[src/rtl/msk_rcon_sched.sv]
// Masked AES round-constant scheduler. It emits rcon values 01, 02, 04, ... as d-share
// words, one constant per ready handshake, and runs an IDLE/RUN/DONE control FSM.
module msk_rcon_sched #(
  parameter int d       = 2,
  parameter int NROUNDS = 10
) (
  input  logic           clk,
  input  logic           rst_n,
  input  logic           start,
  input  logic           abort,
  input  logic           ready,
  output logic           out_valid,
  output logic [8*d-1:0] out,
  output logic [3:0]     round,
  output logic           last,
  output logic           busy,
  output logic           done
);

  typedef enum logic [1:0] {
    IDLE = 2'd0,
    RUN  = 2'd1,
    DONE = 2'd2
  } state_t;

  localparam logic [3:0] LAST_ROUND = 4'(NROUNDS);

  state_t      state;
  state_t      state_next;
  logic [7:0]  rcon;

  function automatic logic [7:0] xtime(input logic [7:0] x);
    return {x[6:0], 1'b0} ^ (x[7] ? 8'h1B : 8'h00);
  endfunction

  // NOTE: every register here uses <= so that all flops update from the same
  // pre-edge values. Blocking assignments would create order-dependent simulation.
  always_ff @(posedge clk or negedge rst_n) begin
    if (!rst_n) state <= IDLE;
    else        state <= state_next;
  end

  // NOTE: the first statement assigns state_next a default value. This stops any
  // path through the case from inferring a latch.
  always_comb begin
    state_next = state;
    unique case (state)
      IDLE: if (start && !abort) state_next = RUN;
      RUN: begin
        if (abort)                            state_next = IDLE;
        else if (ready && round == LAST_ROUND) state_next = DONE;
      end
      DONE:    state_next = IDLE;
      default: state_next = IDLE;
    endcase
  end

  // The constant and round are cleared whenever the FSM is not heading into RUN.
  // Outside a run they therefore read as zero without further gating.
  always_ff @(posedge clk or negedge rst_n) begin
    if (!rst_n) begin
      rcon  <= 8'h00;
      round <= 4'd0;
    end else if (state_next != RUN) begin
      rcon  <= 8'h00;
      round <= 4'd0;
    end else if (state == IDLE) begin
      rcon  <= 8'h01;
      round <= 4'd1;
    end else if (ready && round != LAST_ROUND) begin
      rcon  <= xtime(rcon);
      round <= round + 4'd1;
    end
  end

  // All outputs decode from registered state only. Each constant bit goes into the
  // top share of its group, and the remaining shares are zero.
  always_comb begin
    out_valid = (state == RUN);
    busy      = (state != IDLE);
    done      = (state == DONE);
    last      = (state == RUN) && (round == LAST_ROUND);
    out       = '0;
    if (state == RUN) begin
      for (int i = 0; i < 8; i++) out[i*d + d - 1] = rcon[i];
    end
  end

endmodule
[config.mk]
export PLATFORM = sky130hd
export DESIGN_NAME = msk_rcon_sched
export DESIGN_NICKNAME = d
export VERILOG_FILES = /design/src/rtl/msk_rcon_sched.sv
export SDC_FILE = /design/constraint.sdc
export NUM_CORES = 1
export LEC_CHECK = 0
export ABC_CLOCK_PERIOD_IN_PS = 1500
export BUFFER_PORTS_ARGS = -buffer_cell sky130_fd_sc_hd__buf_4
export CAP_MARGIN = 25
export CORE_MARGIN = 5
export CORE_UTILIZATION = 30
export CTS_CLUSTER_DIAMETER = 50
export CTS_CLUSTER_SIZE = 25
export DETAILED_ROUTE_END_ITERATION = 10
export SETUP_SLACK_MARGIN = 0.3
export SYNTH_ARGS = -nofsm -noshare
export SYNTH_HDL_FRONTEND = slang
export SYNTH_SLANG_ARGS = --single-unit
[constraint.sdc]
create_clock -name clk -period 1.5 [get_ports clk]
set_input_delay 0.075 -clock clk [delete_from_list [all_inputs] [get_ports clk]]
set_output_delay 0.075 -clock clk [all_outputs]
set_load 0.05 [all_outputs]
==> results.json <==
{
  "h-tree-depth": 1,
  "slew_violations": 0,
  "netlist_instances": 97,
  "dr.pass1.iters": 4,
  "clkLatencyLatePin_ps": 280,
  "finalCritPeriodShare_pct": 97.1,
  "rows": 19,
  "drive_above_1_share_pct": 58.5,
  "grt_pass1_wl_um": 3640,
  "final_area_mm2": 0.00139,
  "wirelength_um": 2300,
  "worstSetupPathType": "register to primary output",
  "synth.avg_cell_area_um2": 8.75,
  "setup_violations": 0,
  "cts_tree": "built",
  "power.leakage_nw": 0.606,
  "vias": 817,
  "grt.overflow.total": 0,
  "sequentialPowerShare_pct": 43.9,
  "finalWorstSetupSlack_ps": 43.0,
  "ir_drop_v": 0.000920,
  "rsz0062_at_grt": "yes",
  "p_clk_share_pct": 30.7,
  "dieArea_mm2": 0.00399,
  "dp.cells": 144,
  "switchingPower_uw": 279,
  "diodes": 0,
  "synth_area_um2": 848,
  "grt_antenna_before_repair": 0,
  "arrival_ps": 1380,
  "drv_cap": 0,
  "hold_viol": 0,
  "initial_core_util_pct": 31.0,
  "dieHeight_um": 63.2,
  "end_kind": "primary output",
  "final_cells": 161,
  "dpl_cell_area_mm2": 0.00102,
  "path_clk_slew_ps": 90,
  "preCtsSetupSlack_ps": 122,
  "grt_max_degree": 15,
  "startpoint_type": "register",
  "track_usage_pct": 11.2,
  "clock_path_buffers": 2,
  "io_buffer_count": 20,
  "cts.sink_count": 14,
  "drtAntennaViolNets": 0,
  "crit_path_max_fanout": 3,
  "wl_per_cell_um": 14.3,
  "root_buffer": "clkbuf_4",
  "period_needed_ps": 1460,
  "p_int_uw": 613,
  "outcome": "complete, no violations",
  "core-area_mm2": 0.00273,
  "ys_ff_latch": 14,
  "drt_iter0_markers": 30,
  "fin_skew_ps": 2.72,
  "hpwl_um": 1390,
  "swShare_pct": 31.3,
  "ios": 29,
  "cp.required_ps": 1420,
  "whs_path_depth": 3,
  "die_x_um": 63.2,
  "hold_class": "primary input to register",
  "grt_pass1_vias": 805,
  "numCtsBuffers": 3,
  "reg2reg_depth": 4,
  "power_density_mw_per_mm2": 641,
  "hold-worst-slack_ps": 71.4,
  "synth_warnings": 0,
  "area_growth_pct": 64.2,
  "nets": 138,
  "drcViolationCount": 0,
  "drt-vias-per-instance": 5.07,
  "clock.fmax_ghz": 0.686,
  "pwr-share-comb_pct": 25.5,
  "fin_util_pct": 50.9,
  "yosysSeqAreaShare_pct": 41.3,
  "place_congestion": 0.758,
  "synth_cell_types": 29
}
==> placed cells by master, fill, tap and decap left out, drive strengths merged, types with 2 or more instances in the layout <==
master and count:
buf 34, nand3 8, o21ai 4, or3 2
nor2b 3, nand2b 2, dlygate4sd3 2, xor2 3
clkbuf 4, inv 3, dfrtp 14, a21oi 10
and2 9, nand2 11, ha 2, conb 8
==> repair_timing <==
item                       CTS  global route
setup endpoints to repair   25            26
gates cloned                 0             1
gates resized for setup     36            24
setup buffers                8             2
hold endpoints to repair    16             0
hold buffers                 2             0
pin swaps                    9             4
==> per-layer routing <==
layer  share of wire, %  wire length [um]  vias to the layer above  GRT usage [%]
li1                   -                 -                      380              -
met1                 39               890                      398           13.0
met2                 53              1210                       33           18.7
met3                6.7               155                        6           4.44
met4                2.0                46                        0           3.90
met5                  0                 0                        -              0
==> power by group through the flow <==
stage | Clock (mW) | Combinational (mW) | Sequential, mW
6_report | 0.274 | 0.227 | 0.392
5_1_grt | 0.302 | 0.242 | 0.392
4_1_cts | 0.281 | 0.205 | 0.391
3_5_place_dp | 0 | 0.160 | 0.402
3_3_place_gp | 0 | 0.160 | 0.401
2_1_floorplan | 0 | 0.123 | 0.410
==> synth_stat cells <==
cell type | instances | share of area [%]
dfrtp_1 | 14 | 41
nand2_1 | 11 | 4.9
a21oi_1 | 9 | 5.3
buf_4 | 9 | 8.0
and2_1 | 8 | 5.9
nand3_1 | 8 | 4.7
buf_2 | 4 | 2.4
o21ai_0 | 4 | 2.4
inv_1 | 3 | 1.3
nor2b_1 | 3 | 2.2
xor2_1 | 3 | 3.1
ha_1 | 2 | 2.9
nand2b_1 | 2 | 1.5
or3_1 | 2 | 1.5
a211oi_1 | 1 | 0.89
a21boi_0 | 1 | 0.89
a21oi_2 | 1 | 1.0
a311oi_1 | 1 | 1.0
a31oi_1 | 1 | 0.74
and2_2 | 1 | 0.89
and3b_1 | 1 | 1.0
and4b_1 | 1 | 1.2
clkbuf_2 | 1 | 0.59
conb_1 | 1 | 0.44
nand3b_1 | 1 | 0.89
nand4_1 | 1 | 0.74
nor3_1 | 1 | 0.59
o32ai_1 | 1 | 1.0
or2_2 | 1 | 0.74
==> cell families (layout without fill, tap and decap cells) <==
group	Yosys count	in the layout	synth area share, %
AND/OR/NAND/NOR	41	41	26.7
AO/OA/AOI/OAI	19	19	13.3
buffers and inverters	17	43	12.2
flip-flops	14	14	41.3
XOR/XNOR	3	3	3.10
adder cells (fa/ha/maj)	2	2	2.95
other	1	8	0.442
==> state kept, by name, summed over array words and instances (netlist names) <==
| name | flops |
|---|---|
| state | 2 |
| round | 4 |
| rcon | 8 |
==> critical path, cell delays in order (launching register included) <==
cell	delay, ps
dfrtp_2	430
inv_2	70
ha_4	130
and3b_2	190
and2_4	150
buf_8	140
==> final timing paths <==
| path | startpoint | end | slack [ps] |
|---|---|---|---|
| setup / recovery | round[0] | last | 40 |
| setup reg to reg | round[1] | round[1] | 170 |
| max in group asynchronous | rst_n | round[0] | 1140 |
| hold / removal | start | round[0] | 70 |
| hold reg to reg | rcon[6] | rcon[7] | 570 |
| min in group asynchronous | rst_n | round[2] | 170 |
==> area by class of cell <==
cell class              instances  area, um^2
multi-input cells              73         564
clock buffers                   4        36.3
fillers                       262        1340
well taps                      31        38.8
flip-flops and latches         14         354
inverters                       3        11.3
repair buffers                 36         388
==> through the flow <==
step / power (mW) / TNS (ps)
finish: 0.892 / 0
global route: 0.936 / -7.68
CTS: 0.877 / 0
detailed placement: 0.563 / 0
global placement: 0.561 / 0
floorplan: 0.534 / 0
Power figures use the tool's default switching activity.
